==> config.mk <==
export PLATFORM = sky130hd
export DESIGN_NAME = led_matrix_scanner
export DESIGN_NICKNAME = d
export VERILOG_FILES = /design/src/rtl/sga_pkg.sv /design/src/rtl/led_matrix_scanner_tick_counter.sv /design/src/rtl/led_matrix_scanner.sv
export SDC_FILE = /design/constraint.sdc
export NUM_CORES = 1
export LEC_CHECK = 0
export ABC_CLOCK_PERIOD_IN_PS = 6130
export CAP_MARGIN = 25
export CORE_MARGIN = 2
export CORE_UTILIZATION = 35
export CTS_CLUSTER_DIAMETER = 30
export DETAILED_ROUTE_END_ITERATION = 16
export GPL_ROUTABILITY_DRIVEN = 0
export SYNTH_ARGS = -nofsm -noshare
export SYNTH_HDL_FRONTEND = slang
export SYNTH_SLANG_ARGS = --single-unit
==> constraint.sdc <==
create_clock -name clock -period 6.13 [get_ports clock]
set_clock_uncertainty 0.1 [all_clocks]
set_input_delay 1.226 -clock clock [delete_from_list [all_inputs] [get_ports clock]]
set_output_delay 1.226 -clock clock [all_outputs]
set_load 0.05 [all_outputs]
==> src/rtl/sga_pkg.sv <==
// sga_pkg: constants shared by the SGA render path.
//   GRID_ROWS / GRID_COLS : physical LED matrix geometry
//   S_IDLE / S_BLANK / S_DRIVE : scanner state encoding (also exported on db_state)
//   col_off() : column "all off" pattern for a given column polarity
package sga_pkg;

   localparam int unsigned GRID_ROWS = 6;
   localparam int unsigned GRID_COLS = 6;

   localparam logic [1:0] S_IDLE  = 2'b00;
   localparam logic [1:0] S_BLANK = 2'b01;
   localparam logic [1:0] S_DRIVE = 2'b10;

   // Off level of every column line: all ones when the lines are active-low.
   function automatic logic [31:0] col_off(input int unsigned act_low);
      return (act_low != 0) ? 32'hFFFF_FFFF : 32'h0000_0000;
   endfunction

endpackage

==> src/rtl/led_matrix_scanner_tick_counter.sv <==
// tick_counter: loadable down counter with terminal-count flag.
//   clock      in  system clock
//   restart    in  synchronous reset, active-high (count -> 0)
//   load       in  load load_value this cycle (has priority over enable)
//   load_value in  WIDTH-bit value to load
//   enable     in  decrement while non-zero; holds at zero (no wrap)
//   done       out count is zero
module tick_counter #(
   parameter int unsigned WIDTH = 16
) (
   input  logic             clock,
   input  logic             restart,
   input  logic             load,
   input  logic [WIDTH-1:0] load_value,
   input  logic             enable,
   output logic             done
);

   logic [WIDTH-1:0] count;

   always_ff @(posedge clock) begin
      if (restart) begin
         count <= '0;
      end else if (load) begin
         count <= load_value;
      end else if (enable && (count != '0)) begin
         count <= count - WIDTH'(1);
      end
   end

   assign done = (count == '0);

endmodule

==> src/rtl/led_matrix_scanner.sv <==
// led_matrix_scanner: row-multiplexed driver for the 6x6 LED matrix.
//   A new framebuffer is captured into a shadow on frame_valid and promoted
//   to the displayed image only at a frame boundary (entry to the row-0
//   blank), so the display never tears. Every row is preceded by a blank
//   interval with all lines off to suppress ghosting.
//   clock        in  system clock
//   restart      in  synchronous reset, active-high
//   enable       in  1 = scan, 0 = dark (IDLE)
//   frame        in  framebuffer, bit r*COLS+c = LED (r, c)
//   frame_valid  in  1-cycle strobe: frame holds a new image
//   frame_taken  out 1-cycle pulse: a new image became the displayed image
//   frame_start  out 1-cycle pulse on entry to the row-0 blank
//   row_sel      out one-hot row drive, active-high
//   col_drive    out column drive, polarity per COL_ACT_LOW
//   db_state     out 00 IDLE, 01 BLANK, 10 DRIVE
//   db_row       out current row index
module led_matrix_scanner
   import sga_pkg::*;
#(
   parameter int unsigned ROWS        = GRID_ROWS,
   parameter int unsigned COLS        = GRID_COLS,
   parameter int unsigned ROW_TICKS   = 50000,
   parameter int unsigned BLANK_TICKS = 500,
   parameter int unsigned COL_ACT_LOW = 1
) (
   input  logic                 clock,
   input  logic                 restart,
   input  logic                 enable,
   input  logic [ROWS*COLS-1:0] frame,
   input  logic                 frame_valid,
   output logic                 frame_taken,
   output logic                 frame_start,
   output logic [ROWS-1:0]      row_sel,
   output logic [COLS-1:0]      col_drive,
   output logic [1:0]           db_state,
   output logic [2:0]           db_row
);

   localparam int unsigned MAX_TICKS = (ROW_TICKS > BLANK_TICKS) ? ROW_TICKS : BLANK_TICKS;
   localparam int unsigned TW        = (MAX_TICKS > 1) ? $clog2(MAX_TICKS) : 1;
   localparam logic [TW-1:0]   ROW_LOAD   = TW'(ROW_TICKS - 1);
   localparam logic [TW-1:0]   BLANK_LOAD = TW'(BLANK_TICKS - 1);
   localparam logic [COLS-1:0] COL_OFF    = COLS'(col_off(COL_ACT_LOW));
   localparam logic [2:0]      LAST_ROW   = 3'(ROWS - 1);

   if (ROWS == 0 || COLS == 0 || ROW_TICKS == 0 || BLANK_TICKS == 0 ||
       ROWS > 8 || COLS > 32) begin : g_bad_params
      $error("led_matrix_scanner: illegal parameter value");
   end

   logic [1:0]           state;
   logic [2:0]           row;
   logic [ROWS*COLS-1:0] active;
   logic [ROWS*COLS-1:0] shadow;
   logic                 pending;

   logic                 go_idle;
   logic                 enter_blank;
   logic                 enter_drive;
   logic                 boundary;
   logic [2:0]           next_row;
   logic                 cnt_load;
   logic [TW-1:0]        cnt_value;
   logic                 tick_done;
   logic [COLS-1:0]      row_cols;

   tick_counter #(.WIDTH(TW)) u_tick (
      .clock      (clock),
      .restart    (restart),
      .load       (cnt_load),
      .load_value (cnt_value),
      .enable     (state != S_IDLE),
      .done       (tick_done)
   );

   // Each interval reloads the counter with TICKS-1 on entry and leaves on
   // the cycle it reads zero, so an interval lasts exactly TICKS cycles.
   always_comb begin
      go_idle     = 1'b0;
      enter_blank = 1'b0;
      enter_drive = 1'b0;
      next_row    = row;
      if (!enable) begin
         go_idle = 1'b1;
      end else begin
         case (state)
            S_IDLE: begin
               enter_blank = 1'b1;
               next_row    = '0;
            end
            S_BLANK: begin
               if (tick_done) enter_drive = 1'b1;
            end
            S_DRIVE: begin
               if (tick_done) begin
                  enter_blank = 1'b1;
                  next_row    = (row == LAST_ROW) ? 3'd0 : row + 3'd1;
               end
            end
            default: go_idle = 1'b1;
         endcase
      end
      boundary  = enter_blank && (next_row == 3'd0);
      cnt_load  = go_idle || enter_blank || enter_drive;
      cnt_value = enter_blank ? BLANK_LOAD : (enter_drive ? ROW_LOAD : '0);
   end

   assign row_cols = active[row*COLS +: COLS];

   always_ff @(posedge clock) begin
      if (restart) begin
         state       <= S_IDLE;
         row         <= '0;
         active      <= '0;
         shadow      <= '0;
         pending     <= 1'b0;
         row_sel     <= '0;
         col_drive   <= COL_OFF;
         frame_taken <= 1'b0;
         frame_start <= 1'b0;
      end else begin
         frame_taken <= 1'b0;
         frame_start <= 1'b0;
         if (frame_valid) begin
            shadow  <= frame;
            pending <= 1'b1;
         end
         if (go_idle) begin
            state     <= S_IDLE;
            row       <= '0;
            row_sel   <= '0;
            col_drive <= COL_OFF;
         end else if (enter_blank) begin
            state     <= S_BLANK;
            row       <= next_row;
            row_sel   <= '0;
            col_drive <= COL_OFF;
            if (boundary) begin
               frame_start <= 1'b1;
               // A strobe on the boundary cycle bypasses the shadow so the
               // newest image wins; it also overrides the pending set above.
               if (frame_valid) begin
                  active      <= frame;
                  pending     <= 1'b0;
                  frame_taken <= 1'b1;
               end else if (pending) begin
                  active      <= shadow;
                  pending     <= 1'b0;
                  frame_taken <= 1'b1;
               end
            end
         end else if (enter_drive) begin
            state     <= S_DRIVE;
            row_sel   <= ROWS'(1) << row;
            col_drive <= row_cols ^ COL_OFF;
         end
      end
   end

   assign db_state = state;
   assign db_row   = row;

endmodule

After elaboration in Yosys (flattened, before gate mapping)
Index checks and enable logic that the tools add are counted.
{"block": "word_totals", "register_bits": 108, "in_bits": 40, "out_inout_bits": 19}
{"block": "op_classes", "add_sub_neg": 2, "mul": 1, "eq_ne": 3, "n_shift": 2, "n_mux": 28, "bitwise_logic": 4, "reduce_logical": 18}
{"cell": "$mux W36", "count": 2}
{"cell": "$mux W16", "count": 4}
{"cell": "$shiftx A36 B7 Y6", "count": 1}
{"cell": "$mux W1", "count": 17}
{"cell": "$logic_not A16 Y1", "count": 1}
{"cell": "$reduce_bool A16 Y1", "count": 1}
{"cell": "$sub A16 B1 Y16 const B", "count": 1}
{"cell": "$mux W3", "count": 3}
{"cell": "$reduce_or A3 Y1", "count": 3}
{"cell": "$reduce_bool A2 Y1", "count": 4}
{"cell": "$not A6 Y6", "count": 1}
{"cell": "$pmux W3 S2", "count": 1}
{"cell": "$shl A1 B3 Y6 const A", "count": 1}
{"cell": "$mul A3 B2 Y5 const B", "count": 1}
{"cell": "$reduce_and A4 Y1", "count": 1}
{"cell": "$reduce_or A4 Y1", "count": 1}
{"cell": "$add A3 B1 Y3 const B", "count": 1}
{"cell": "$eq A3 B3 Y1 const B", "count": 1}
{"cell": "$logic_not A3 Y1", "count": 1}
{"cell": "$not A1 Y1", "count": 3}
{"cell": "$eq A2 B1 Y1 const B", "count": 1}
{"cell": "$eq A2 B2 Y1 const B", "count": 1}
{"cell": "$logic_and A1 B1 Y1", "count": 2}
{"cell": "$logic_not A2 Y1", "count": 1}
{"cell": "other kinds (3)", "count": 4}

Logic depth before layout (Yosys ltp)
Gate-level depths: netlist (run 1).
{"block": "logic_depth", "word_depth": 10, "mapped_depth": 10, "mapped_depth_nobuf": 7}

Hierarchy
From an unflattened synthesis (run 1), not the netlist that was laid out.
{"block": "hier_totals", "hier_cells": 485, "area_unflattened_um2": 5082.4}
{"mod": "led_matrix_scanner", "n_inst": 1, "cells_per_inst": 355, "area_per_inst_um2": 3938.8}
{"mod": "tick_counter", "n_inst": 1, "cells_per_inst": 130, "area_per_inst_um2": 1143.6}

Worst setup path after synthesis (run 1)
No wires, ideal clock.
{"block": "synth_path", "path_kind": "register to register", "startpoint": "reg row[0], in the netlist db_row[0]", "endpoint": "reg active[10]", "arrival_time_ns": 2.915, "t_required_ns": 5.909, "slack_ns": 2.994, "path_stages_with_launch": 11, "n_path_buf": 3, "path_cell_list": "dfxtp_1 -> clkbuf_1 -> clkbuf_1 -> and2_1 -> ha_1 -> and2_1 -> o21ai_0 -> a21oi_1 -> nand3_2 -> buf_2 -> mux2_2"}
{"block": "synth_via", "elab_chain_len": 8}
{"element": "start: declaration", "line": "led_matrix_scanner.sv:52", "rtl": "logic [2:0] row;"}
{"element": "start signal: assignment", "line": "led_matrix_scanner.sv:135", "rtl": "row <= next_row;"}
{"element": "$add A3 B1 Y3 / $eq A3 B3 Y1 (equally long branches)", "line": "led_matrix_scanner.sv:97", "rtl": "next_row = (row == LAST_ROW) ? 3'd0 : row + 3'd1;"}
{"element": "$mux W3", "line": "led_matrix_scanner.sv:97"}
{"element": "$mux W3", "line": "led_matrix_scanner.sv:95", "rtl": "if (tick_done) begin"}
{"element": "$pmux W3 S2", "line": "led_matrix_scanner.sv:86", "rtl": "case (state)"}
{"element": "$mux W3 (*)", "line": "led_matrix_scanner.sv:83", "rtl": "if (!enable) begin"}
{"element": "$logic_not A3 Y1 (*)", "line": "led_matrix_scanner.sv:103", "rtl": "boundary = enter_blank && (next_row == 3'd0);"}
{"element": "$logic_and A1 B1 Y1 (*)", "line": "led_matrix_scanner.sv:103"}
{"element": "$reduce_and A4 Y1 (no line) (*)"}
{"element": "end signal: assignment", "line": "led_matrix_scanner.sv:143", "rtl": "active <= frame;"}
{"element": "end signal: assignment", "line": "led_matrix_scanner.sv:147", "rtl": "active <= shadow;"}
{"element": "end: declaration", "line": "led_matrix_scanner.sv:53", "rtl": "logic [ROWS*COLS-1:0] active;"}
Mark *: on every way between the ends. The rest lies on a longest branch, timed or not.
A chain may end at the register's enable or synchronous reset.

Final worst setup path (run 1)
{"block": "layout_path", "startpoint": "reg row[0], in the netlist db_row[0]", "endpoint": "out db_row[0]"}
{"element": "end: declaration", "line": "led_matrix_scanner.sv:36", "rtl": "output logic [2:0] db_row"}
No word-level cell between the ends.

==> results of run 1 <==
synth_stat cells (all sizes together) (2+ instances only):
cell type	instances	area, µm²
a211oi	2	15.0
a21oi	16	83.8
a22oi	7	52.6
a31oi	2	12.5
and2	3	18.8
buf	8	48.8
clkbuf	19	71.3
dfxtp	108	2160
ha	3	37.5
inv	3	11.3
mux2	43	484
mux2i	36	360
mux4	6	135
nand2	18	67.6
nand2b	4	25.0
nand3	7	40.0
nand3b	2	15.0
nor2	65	244
nor2b	40	250
nor3	5	30.0
nor4	3	18.8
o21ai	12	60.1
o22ai	6	37.5
or2	4	25.0
or3	4	30.0
or4	5	45.0
xnor2	5	43.8
xor2	9	78.8
final cells by class:
| class | instances | area share |
|---|---|---|
| clock buffers | 12 | 0.0458 |
| clock inverters | 4 | 0.00984 |
| inverters | 4 | 0.00268 |
| multi-input cells | 318 | 0.411 |
| flip-flops and latches | 108 | 0.386 |
| well taps | 172 | 0.0385 |
| repair buffers | 61 | 0.106 |
per-stage QoR:
stage,util,instances
after floorplan,-,457
after global placement,0.415,663
after detailed placement,0.415,663
after CTS,0.440,679
after global routing,0.440,679
final,0.440,679
flip-flops by register name (all words and copies together), names as in the netlist, 2 cells and up:
| signal | count |
|---|---|
| col_drive | 6 |
| active | 36 |
| u_tick.count | 16 |
| shadow | 36 |
| db_state | 2 |
| row_sel | 6 |
| db_row | 3 |
layer usage:
| layer | part of all wire | GRT usage |
|---|---|---|
| met1 | 0.48 | 0.188 |
| met2 | 0.44 | 0.223 |
| met3 | 0.057 | 0.0468 |
| met4 | 0.017 | 0.0513 |
| met5 | 0 | 0 |
worst max path at each step:
stage	startpoint	end	slack (ns)
3_5_place_dp	enable	active[1]$_SDFFE_PP0P_	2.30
3_3_place_gp	enable	active[2]$_SDFFE_PP0P_	2.41
5_1_grt	db_row[0]$_SDFFE_PP0P_	db_row[0]	2.40
4_1_cts	db_row[0]$_SDFFE_PP0P_	db_row[0]	2.48
6_report	db_row[0]$_SDFFE_PP0P_	db_row[0]	2.53
2_1_floorplan	db_row[0]$_SDFFE_PP0P_	active[10]$_SDFFE_PP0P_	2.99
power by group through the flow:
stage / clock network (mW) / registers (mW) / logic (mW)
floorplan: 0 / 0.767 / 0.128
global placement: 0 / 0.769 / 0.178
detailed placement: 0 / 0.769 / 0.182
CTS: 0.617 / 0.753 / 0.183
global route: 0.643 / 0.758 / 0.200
finish: 0.602 / 0.753 / 0.182
logic make-up after synthesis:
kind of cell | after synthesis | share of synthesized area
adder cells (fa/ha/maj) | 3 | 0.00817
multiplexers | 85 | 0.213
AND/OR/NAND/NOR | 166 | 0.186
buffers and inverters | 31 | 0.0294
XOR/XNOR | 14 | 0.0267
AO/OA/AOI/OAI | 50 | 0.0656
flip-flops | 108 | 0.470
==> metrics.cfg, run 1 <==
[routing]
ant_nets=0
wl_mm=9.78
vias=3257
drcViolationCount=0
viasPerCell=4.80
drt_iter0_drc=239
first_pass_iters=4
wl_per_cell_um=14.4

[finish]
final_cell_mix=dfxtp_1 (108), nor2_1 (65), clkdlybuf4s50_1 (56), mux2_2 (43), nor2b_1 (40)
antenna_cells=0
finalNetCount=545
regArea_um2=2160
area_delta_synth_final_pct=21.8
nFillCells=1246
drive_gt1_frac=0.158
final_common_cell=dfxtp_1
fin_area_um2=5600
multiInputGateArea_um2=2300

[min_path]
holdPathStages=2
worstHoldStart=row_sel[1]$_SDFFE_PP0P_
hold_path_end=row_sel[1]$_SDFFE_PP0P_
worstHoldPathType=reg2reg

[critical_path]
critPathBufInv=1
r2r_setup_slack_ns=2.64
timing.rr.end=active[1]$_SDFFE_PP0P_
crit_chain=clkdlybuf4s50_1
end_kind=output pin
crit_required_ns=4.80
critical_path_peak_fanout=24
r2r_cells=7
worstSetupStartpointType=flip-flop
reg2reg_from=u_tick.count[0]$_SDFFE_PP0P_
critPathKind=reg2out
crit_slowest_cell=dfxtp_1
max_stage_delay_ns=0.97
worst_ep_arrival_time_ns=2.27
cp_top_family=flip-flops
cp.depth=1

[power]
p_switching_mw=0.369
intPower_mw=1.17
leakage_nw=2.19
powerDensity_nw_per_um2=275
seqPwrFrac=0.490
comb_power_share=0.118
swShare=0.240
power_frac_clock=0.392
finalPower_mw=1.54
vdd_drop_max_v=0.000132

[placement]
place_ws_ns=2.30
dpl.hpwl_mm=6.73
placed_cell_area_um2=5280
io_buffers=58

[die]
io_pins=59
die_x_um=119
dieHeight_um=119
die_area_um2=14100
rows=41
start_util=0.361
core-area_um2=12700

[yosys]
synth_edf_count=0
syn_inst=457
seq_area_frac_synth=0.470
synthesis.nets=500
synth_flop_cell=dfxtp_1
synth_area_um2=4600
synthDistinctLibCells=47
ys_ff_latch=108
syn_area_per_cell_um2=10.1
ys_warn_count=0
synth-async-reset-ratio=0

[clock_tree]
cts_resized=0
cts_buffers=9
htree_levels=3
clk_pin_slew_worst_paths_ns=0.06
cts.sinks=108
cts_setup_buffers=0
clock-root-buffer=clkbuf_16
clock_path_buffers=2
clock_latency_ns=0.35
tritoncts=yes
cts_hold_buffers=0

[global_routing]
grt_max_degree=83
grt.overflow.total=0
grt_use_total=0.144
antenna_found_initial=0
grt_pass1_wl_mm=16.3
grt_pass1_vias=3224

[flow_run]
cap_viol_max_count=0

[timing]
rsz0062_at_grt=false
setup_ws_ns=2.53
fin_crit_ns=3.60
period_share=0.587
finalHoldViolCount=0
maxSlewHeadroom=0.339
hold_ws_ns=0.353
setup_viol=0
slew_violations=0
tightest_slew_ns=0.990
tns_ns=0
clock.fmax_mhz=278

[outcome]
status=finished clean

Note: power is estimated with default switching activity, not from simulation.
==> inputs of run 2 (changes only) <==
- ABC_CLOCK_PERIOD_IN_PS: 6130 -> 2950
- clock period: 6.13 -> 2.95 ns (I/O delays scaled with it)
==> run 2 against run 1 <==
Effect of this change: non-clock buffer count grew 12; register-to-register slack lost 2.4 ns; via count grew 2.1%; largest cell class unchanged; core utilization grew 0.68 points; total power grew 100%; cell count grew 1.8%; die area is the same; worst setup slack lost 2.3 ns; wire length grew 2.2%.
==> metrics.cfg, run 2 (same netlist as run 1, synthesis figures left out) <==
[outcome]
status=finished clean

[timing]
rsz0062_at_grt=false
setup_viol=0  ; unchanged
period_share=0.915
finalHoldViolCount=0  ; unchanged
tightest_slew_ns=0.740  ; -0.250 ns
fin_crit_ns=2.70
setup_ws_ns=0.251  ; -2.28 ns
slew_violations=0  ; unchanged
maxSlewHeadroom=0.502  ; +0.163
clock.fmax_mhz=370
hold_ws_ns=0.359  ; +0.00529 ns
tns_ns=0  ; unchanged

[critical_path]
worstSetupStartpointType=flip-flop
critPathKind=reg2reg
crit_required_ns=3.13  ; -1.67 ns
critical_path_peak_fanout=9  ; -63%
crit_chain=inv_1 -> ha_1 -> or4b_1 -> or4_4 -> or3_4 -> or4_1 -> a21oi_1
critPathBufInv=1  ; unchanged
end_kind=flip-flop
worst_ep_arrival_time_ns=2.88  ; +0.61 ns
max_stage_delay_ns=0.50  ; -0.47 ns
crit_slowest_cell=or4_4
cp_top_family=simple AND/OR/NAND/NOR gates

[clock_tree]
cts_resized=0  ; unchanged
cts_hold_buffers=0  ; unchanged
cts.sinks=108  ; unchanged
clk_pin_slew_worst_paths_ns=0.07  ; about the same
clock_latency_ns=0.35  ; about the same
clock_path_buffers=2  ; unchanged
tritoncts=yes
htree_levels=3  ; unchanged
clock-root-buffer=clkbuf_16
cts_buffers=9  ; unchanged
cts_setup_buffers=0  ; unchanged

[die]
dieHeight_um=119  ; unchanged
die_area_um2=14100  ; unchanged
core-area_um2=12700  ; unchanged
io_pins=59  ; unchanged
die_x_um=119  ; unchanged
rows=41  ; unchanged
start_util=0.361  ; unchanged

[global_routing]
grt.overflow.total=0  ; unchanged
antenna_found_initial=0  ; unchanged
grt_max_degree=40  ; -52%
grt_pass1_wl_mm=16.5  ; +1.4%
grt_pass1_vias=3282  ; +1.8%
grt_use_total=0.146  ; +0.00198

[power]
powerDensity_nw_per_um2=552  ; +100%
comb_power_share=0.127  ; +0.009
vdd_drop_max_v=0.000295  ; +120%
seqPwrFrac=0.497  ; +0.007
finalPower_mw=3.14  ; +100%
intPower_mw=2.32  ; +99%
leakage_nw=2.24  ; +2.4%
p_switching_mw=0.816  ; +120%
power_frac_clock=0.376  ; -0.016
swShare=0.260  ; +0.0200

[flow_run]
cap_viol_max_count=0  ; unchanged

[routing]
wl_mm=9.99  ; +2.2%
viasPerCell=4.81  ; +0.38%
drcViolationCount=0  ; unchanged
drt_iter0_drc=188  ; -21%
wl_per_cell_um=14.5  ; +0.38%
vias=3327  ; +2.1%
first_pass_iters=4  ; unchanged
ant_nets=0  ; unchanged

[placement]
io_buffers=58  ; unchanged
dpl.hpwl_mm=7.17  ; +6.7%
placed_cell_area_um2=5390  ; +2.0%
place_ws_ns=0.283  ; -2.02 ns
dp_cells=675  ; +1.8%

[finish]
top_regs=active: 36 flops, shadow: 36 flops, u_tick.count: 16 flops
antenna_cells=0  ; unchanged
finalNetCount=557  ; +2.2%
final_cell_mix=dfxtp_1 (107), nor2_1 (65), clkdlybuf4s50_1 (56), mux2_2 (43), nor2b_1 (40)
drive_gt1_frac=0.181  ; +0.0233
area_delta_synth_final_pct=23.6
fin_cells=691  ; +1.8%
final_common_cell=dfxtp_1
utilization=0.447  ; +0.00679
fin_area_um2=5680  ; +1.5%

[min_path]
worstHoldPathType=reg2reg

-- run 2: cell count changes in the layout (fill, tap and decap cells not counted), sizes merged --
| cell | delta |
|---|---|
| buf | +12 |
| bufinv | -1 |
| clkbuf | -3 |
| clkinv | +1 |
| clkinvlp | +1 |
| inv | +2 |
-- run 2: final timing paths --
check / startpoint / endpoint / slack [ns] / cells after the start
hold / removal: row_sel[4]$_SDFFE_PP0P_ / row_sel[4]$_SDFFE_PP0P_ / 0.36 / 2
setup reg to reg: u_tick.count[0]$_SDFFE_PP0P_ / row_sel[0]$_SDFFE_PP0P_ / 0.25 / 7
hold reg to reg: row_sel[4]$_SDFFE_PP0P_ / row_sel[4]$_SDFFE_PP0P_ / 0.36 / 2
setup / recovery: u_tick.count[0]$_SDFFE_PP0P_ / row_sel[0]$_SDFFE_PP0P_ / 0.25 / 7
-- run 2: cell type report --
cell class | instances | area [µm²]
Multi-Input combinational cell | 318 | 2300
Clock buffer | 9 | 225
Fill cell | 1222 | 7040
Inverter | 4 | 15.0
Timing Repair Buffer | 73 | 696
Clock inverter | 7 | 68.8
Sequential cell | 108 | 2160
Tap cell | 172 | 215
-- run 2: worst register-to-register path: stages, from the launching register on --
cell and delay (ns):
dfxtp_1 0.33, inv_1 0.12, ha_1 0.15, or4b_1 0.45
or4_4 0.50, or3_4 0.43, or4_1 0.41, a21oi_1 0.15
-- run 2: per-layer routing --
metal / wire (µm) / global-route usage / vias up
li1: - / - / 1692
met2: 4410 / 0.223 / 52
met3: 364 / 0.0294 / 12
met4: 191 / 0.0640 / 0
met1: 5020 / 0.199 / 1571
met5: 0 / 0 / -
-- run 2: power by group through the flow --
stage	clock (mW)	sequential, mW	combinational (mW)
2_1_floorplan	0	1.59	0.267
3_3_place_gp	0	1.59	0.391
3_5_place_dp	0	1.60	0.398
4_1_cts	1.21	1.56	0.400
5_1_grt	1.27	1.57	0.435
6_report	1.18	1.56	0.397
